==> src/rtl/input_mems_pp.sv <==
`default_nettype none
// ============================================================================
//  Module   : input_mems_pp
//  Purpose  : Input memory for the 2D convolution engine. Loads W, B and X
//             frames from an AXI-Stream slave and serves registered reads.
//             Define INPUT_MEMS_PINGPONG_EN for two X banks (load of frame n+1
//             overlaps compute of frame n). Without it a single X bank is
//             used and load/compute strictly alternate.
//  Revision : 1.0  initial release
// ============================================================================
module input_mems_pp #(
  parameter  int INW         = 24,
  parameter  int R           = 9,
  parameter  int C           = 8,
  parameter  int MAXK        = 4,
  localparam int K_BITS      = $clog2(MAXK + 1),
  localparam int X_ADDR_BITS = $clog2(R * C),
  localparam int W_ADDR_BITS = $clog2(MAXK * MAXK)
) (
  input  logic                          clk,
  input  logic                          reset,
  input  logic [INW-1:0]                AXIS_TDATA,
  input  logic                          AXIS_TVALID,
  input  logic [K_BITS:0]               AXIS_TUSER,
  output logic                          AXIS_TREADY,
  output logic                          inputs_loaded,
  input  logic                          compute_finished,
  output logic [K_BITS-1:0]             K,
  output logic signed [INW-1:0]         B,
  input  logic [X_ADDR_BITS-1:0]        X_read_addr,
  output logic signed [INW-1:0]         X_data,
  input  logic [W_ADDR_BITS-1:0]        W_read_addr,
  output logic signed [INW-1:0]         W_data
);

`ifdef INPUT_MEMS_PINGPONG_EN
  localparam int NB = 2;
`else
  localparam int NB = 1;
`endif
  localparam int XN = R * C;
  localparam int WN = MAXK * MAXK;
  localparam int KK_BITS = 2 * K_BITS;

  typedef enum logic [1:0] {
    S_HDR = 2'd0,
    S_W   = 2'd1,
    S_B   = 2'd2,
    S_X   = 2'd3
  } state_t;

  state_t                 state;
  logic [NB-1:0]          full;
  logic                   wr_bank;
  logic                   rd_bank;
  logic [W_ADDR_BITS-1:0] w_cnt;
  logic [X_ADDR_BITS-1:0] x_cnt;

  logic [INW-1:0] x_mem [NB][XN];
  logic [INW-1:0] w_mem [WN];

  logic                   hdr_new_w;
  logic [K_BITS-1:0]      hdr_k;
  logic [KK_BITS-1:0]     kk_hdr;
  logic [KK_BITS-1:0]     kk_cur;
  logic                   ready;
  logic                   accept;
  logic                   x_we;
  logic                   w_we;
  logic [X_ADDR_BITS-1:0] x_waddr;
  logic [W_ADDR_BITS-1:0] w_waddr;
  logic                   x_last;
  logic [NB-1:0]          set_mask;
  logic [NB-1:0]          clr_mask;

`ifndef INPUT_MEMS_PINGPONG_EN
  // Single bank: both pointers permanently select bank 0.
  assign wr_bank = 1'b0;
  assign rd_bank = 1'b0;
`endif

  // Header decode; a K field of zero is treated as K=1.
  assign hdr_new_w = AXIS_TUSER[0];
  assign hdr_k     = (AXIS_TUSER[K_BITS:1] == '0) ? K_BITS'(1) : AXIS_TUSER[K_BITS:1];
  assign kk_hdr    = KK_BITS'(hdr_k) * KK_BITS'(hdr_k);
  assign kk_cur    = KK_BITS'(K) * KK_BITS'(K);

  // Only the header beat can stall: it waits for an empty write bank, and a
  // weight change additionally waits for every bank to drain.
  always_comb begin
    ready = 1'b1;
    if (state == S_HDR)
      ready = !full[wr_bank] && (!hdr_new_w || (full == '0));
  end

  assign AXIS_TREADY   = reset && ready;
  assign accept        = AXIS_TVALID && AXIS_TREADY;
  assign inputs_loaded = full[rd_bank];

  assign x_we    = accept && (((state == S_HDR) && !hdr_new_w) || (state == S_X));
  assign w_we    = accept && (((state == S_HDR) && hdr_new_w) || (state == S_W));
  assign x_waddr = (state == S_HDR) ? '0 : x_cnt;
  assign w_waddr = (state == S_HDR) ? '0 : w_cnt;
  assign x_last  = accept && (state == S_X) && (x_cnt == X_ADDR_BITS'(XN - 1));
  assign set_mask = x_last ? (NB'(1) << wr_bank) : '0;
  assign clr_mask = (compute_finished && full[rd_bank]) ? (NB'(1) << rd_bank) : '0;

  // Storage writes; memory contents are deliberately not reset.
  always_ff @(posedge clk) begin
    if (x_we) x_mem[wr_bank][x_waddr] <= AXIS_TDATA;
    if (w_we) w_mem[w_waddr] <= AXIS_TDATA;
  end

  // Loader FSM, bank bookkeeping and registered read ports.
  always_ff @(posedge clk or negedge reset) begin
    if (!reset) begin
      state  <= S_HDR;
      full   <= '0;
      K      <= '0;
      B      <= '0;
      w_cnt  <= '0;
      x_cnt  <= '0;
      X_data <= '0;
      W_data <= '0;
`ifdef INPUT_MEMS_PINGPONG_EN
      wr_bank <= 1'b0;
      rd_bank <= 1'b0;
`endif
    end else begin
      X_data <= x_mem[rd_bank][X_read_addr];
      W_data <= w_mem[W_read_addr];
      // Set and clear target different banks, so both may land together.
      full   <= (full & ~clr_mask) | set_mask;
`ifdef INPUT_MEMS_PINGPONG_EN
      if (x_last)           wr_bank <= ~wr_bank;
      if (clr_mask != '0)   rd_bank <= ~rd_bank;
`endif
      if (accept) begin
        case (state)
          S_HDR: begin
            if (hdr_new_w) begin
              K     <= hdr_k;
              w_cnt <= W_ADDR_BITS'(1);
              state <= (kk_hdr == KK_BITS'(1)) ? S_B : S_W;
            end else begin
              x_cnt <= X_ADDR_BITS'(1);
              state <= S_X;
            end
          end
          S_W: begin
            w_cnt <= w_cnt + W_ADDR_BITS'(1);
            if (KK_BITS'(w_cnt) == kk_cur - KK_BITS'(1)) state <= S_B;
          end
          S_B: begin
            B     <= AXIS_TDATA;
            x_cnt <= '0;
            state <= S_X;
          end
          default: begin
            x_cnt <= x_cnt + X_ADDR_BITS'(1);
            if (x_cnt == X_ADDR_BITS'(XN - 1)) state <= S_HDR;
          end
        endcase
      end
    end
  end

endmodule
`default_nettype wire

==> config.mk <==
export PLATFORM = sky130hd
export DESIGN_NAME = input_mems_pp
export DESIGN_NICKNAME = d
export VERILOG_FILES = /design/src/rtl/input_mems_pp.sv
export SDC_FILE = /design/constraint.sdc
export NUM_CORES = 2
export LEC_CHECK = 0
export BUFFER_PORTS_ARGS = -buffer_cell sky130_fd_sc_hd__buf_2
export CORE_ASPECT_RATIO = 0.8
export CORE_UTILIZATION = 55
export DETAILED_ROUTE_END_ITERATION = 16
export GPL_TIMING_DRIVEN = 1
export MAX_ROUTING_LAYER = met4
export PLACE_DENSITY = 0.74
export RECOVER_POWER = 25
export SETUP_SLACK_MARGIN = 0.2
export SYNTH_ARGS = -nofsm -noshare
export SYNTH_HDL_FRONTEND = slang
export SYNTH_SLANG_ARGS = --single-unit
==> constraint.sdc <==
create_clock -name clk -period 3.5 [get_ports clk]
set_input_delay 0.525 -clock clk [delete_from_list [all_inputs] [get_ports clk]]
set_output_delay 0.525 -clock clk [all_outputs]
set_load 0.005 [all_outputs]
==> metrics.md <==
| Metric | Value |
|---|---|
| Yosys top cell area share | 75.3% |
| Layout cells sized above 1 | around a third |
| TNS Setup | 0 ps |
| Req. time, crit path | 3580 ps |
| Core box area | 152000 um^2 |
| Ys flop type | edfxtp_1 |
| Reg2reg path depth | 8 |
| Data arrival, critical path | 3190 ps |
| Critical Path Source Type | input pin |
| Worst Setup SP | AXIS_TDATA[10] |
| Register area | roughly 66000 um^2 |
| Slew HR | -149% |
| Slew @ Worst Pin | 3740 ps |
| # DRC | 0 |
| Clk_lat worst skew | between 800 and 900 ps |
| Final Power | 55.1 mW |
| Yosys cell types | 59 |
| Gr ovfl total | 0 |
| Clock-pin slew on the worst setup and hold paths | 70 ps |
| Worst setup EP type | register |
| Net count, final | ~4200 |
| Total Routed Length | ~220 mm |
| H-tree depth | 4 |
| Vias/cell | 6.73 |
| Site Rows | roughly 130 |
| PortBufs | 119 |
| Max_cap viols | 23 |
| CP cell instances | clkbuf_1 |
| Crit Path Class | input pin to register |
| Largest area contributor in the netlist | edfxtp_1 |
| Switch share | 22.4% |
| Status | finished, violations left |
| First-pass GRT wire length | about 310 mm |
| Worst vdd ir | around 0.56 mV |
| Synth top area cells | edfxtp_1 75%, mux4_2 14%, dfrtp_1 2.6%, mux2i_1 1.8%, mux2_2 1.2% |
| HP Class | input pin to register |
| CP peak stage delay | 2520 ps |
| HP Start | AXIS_TUSER[0] |
| Clk root buf | clkbuf_16 |
| Fill count | 9849 |
| P_leak | 31.0 nW |
| Async SR Flop Fraction | 4.04% |
| Worst Clk Skew | around 33 ps |
| Pin count of the biggest net entering global routing | 90 |
| # IOs | 120 |
| Multi-input logic area | about 18000 um^2 |
| Initial Util | 55.4% |
| Hold Fails Final Rpt | 0 |
| Mapped Avg Cell Area | 22.6 um^2 |
| Crit path buf inv count | 1 |
| EDFF count, synth | roughly 2100 |
| Switching pwr | 12.3 mW |
| Mapped Area | 84300 um^2 |
| Sequential fraction of the synthesis area | 77.9% |
| Vias in the first global route | 41400 |
| Critical R2R Capture | x_mem[0][710] |
| Failing checks | max-capacitance violations, max-slew violations |
| Detailed placement HPWL | 128 mm |
| Synth Register Bits | 2201 |
| GPL Wtd Cong | around 0.94 |
| FF-to-FF Start | state[0] |
| Sequential power share | between 50% and 60% |
| F_max | 322 MHz |
| Fin area | 96000 um^2 |
| Die ar. | 155000 um^2 |
| Die Ht | 352 um |
| DR iter-0 viols | 6604 |
| Mapped Cells | 3733 |
| TritonCTS buffer count | ~200 |
| Clock Sinks | 2201 |
| Internal Power | about 43 mW |
| Synth warnings | 0 |
| RSZ-0062 raised after global routing | false |
| Chip width | around 440 um |
| Area growth, synth to finish | 13.9% |
| Capture point of the critical path | x_mem[0][658] |
| Vias | 42700 |
| Minimum clock period | 3110 ps |
| CTS tree | done |
| PD cells | between 500 and 600 nW/um^2 |
| Combinational Power Share | 7.1% |
| Crit path max fanout | 58 |
| Clock Power Share | 39.2% |
| Final Setup Violations | 0 |
| Final Cycle Share | roughly nine tenths |
| Crit path depth | 1 |
| Routed Antenna Nets | 0 |
| Max stage delay cell, worst path | clkbuf_1 |
| Antenna violations before repair | 9 |
| Global-route usage over all layers | between 20 and 30% |
| R2r setup slk | approximately 400 ps |
| Routed len/inst | 34.5 um |
| Initial DRT Pass Iterations | 6 |
| Slew Viols, Final | around 1600 |
| Syn Nets | roughly 3800 |
| Post-DP Area | 89600 um^2 |
| Family with the most delay on the worst path | buffers and inverters |
| CTS max path bufs | 3 |
-- worst min-delay path, cell delays in order --
cell	delay [ps]
buf_2	150
inv_1	150
o211ai_1	120
-- layout by cell type, fill, tap and decap left out, types with 44 or more instances in the layout --
| cell | count |
|---|---|
| edfxtp_1 | 2112 |
| mux4_2 | 520 |
| buf_4 | 243 |
| clkbuf_16 | 202 |
| mux2i_1 | 155 |
| mux2_2 | 90 |
| dfrtp_1 | 89 |
| buf_2 | 88 |
| nor2_2 | 85 |
| nand2_1 | 80 |
| clkbuf_1 | 63 |
| o22ai_1 | 59 |
| buf_12 | 57 |
| nor2_1 | 50 |
| clkinv_1 | 44 |
-- per-stage QoR --
stage,worst slack [ps],cells,hold WS (ps),util (%)
5_1_grt,270,6349,147,63.1
3_5_place_dp,-350,5971,490,58.9
3_3_place_gp,-345,5971,483,58.9
6_report,390,6350,171,63.1
4_1_cts,479,6346,102,63.1
2_1_floorplan,65.3,3733,229,-
-- power by group through the flow --
stage / Sequential [mW] / Combinational (mW) / Clock, mW
after floorplan: 30.0 / 2.05 / 0
after global placement: 30.1 / 3.75 / 0
after detailed placement: 30.1 / 3.83 / 0
after CTS: 29.6 / 3.87 / 21.8
after global routing: 29.7 / 4.10 / 22.7
final: 29.6 / 3.89 / 21.6
-- what timing repair did --
action,4_1_cts,5_1_grt
hold buffers,5,0
hold endpoints to repair,49,0
buffers inserted,0,0
gates resized for setup,0,0
-- Yosys cell counts (all sizes together) (10+ instances only) --
master,number
a21oi,27
a22o,11
a22oi,11
buf,136
clkbuf,63
dfrtp,89
edfxtp,2112
mux2,93
mux2i,155
mux4,520
nand2,80
nand2b,11
nand3,23
nor2,135
nor3,24
o211ai,13
o21ai,31
o221ai,10
o22ai,59
-- per-layer routing --
metal	global-route usage [%]	up-vias	wire length [um]
li1	-	16600	-
met4	8.10	0	6500
met5	-	-	0
met1	42.7	22600	83500
met2	41.3	3115	98500
met3	8.74	409	30700
-- logic make-up after synthesis --
kind of cell	count (synthesis)	share of synthesized area (%)
AO/OA/AOI/OAI	231	1.91
flip-flops	2201	77.9
multiplexers	768	17.0
AND/OR/NAND/NOR	321	1.72
buffers and inverters	206	1.38
adder cells (fa/ha/maj)	6	0.0891
-- flip-flops by register name, summed over array words and instances, names as in the netlist --
name           cells
B                 24
W_data            24
state              2
w_cnt              4
inputs_loaded      1
X_data            24
x_cnt              7
w_mem            384
x_mem           1728
K                  3
-- worst min-delay path by stage --
| stage | end | cells past startpoint | slack (ps) |
|---|---|---|---|
| 2_1_floorplan | B[0] | 0 | 230 |
| 3_3_place_gp | B[8] | 1 | 480 |
| 3_5_place_dp | B[23] | 1 | 490 |
| 4_1_cts | w_cnt[1] | 3 | 100 |
| 5_1_grt | w_cnt[1] | 3 | 150 |
| 6_report | w_cnt[1] | 3 | 170 |
-- cell type report --
type | instances | share of cell area, %
Multi-Input combinational cell | 1326 | 18.4
Antenna cell | 4 | 0.0104
Sequential cell | 2201 | 68.4
Timing Repair Buffer | 427 | 3.80
Clock inverter | 109 | 1.06
Clock buffer | 261 | 5.62
Inverter | 7 | 0.0300
Tap cell | 2015 | 2.63
No activity file was read; power rests on OpenSTA's default activity.
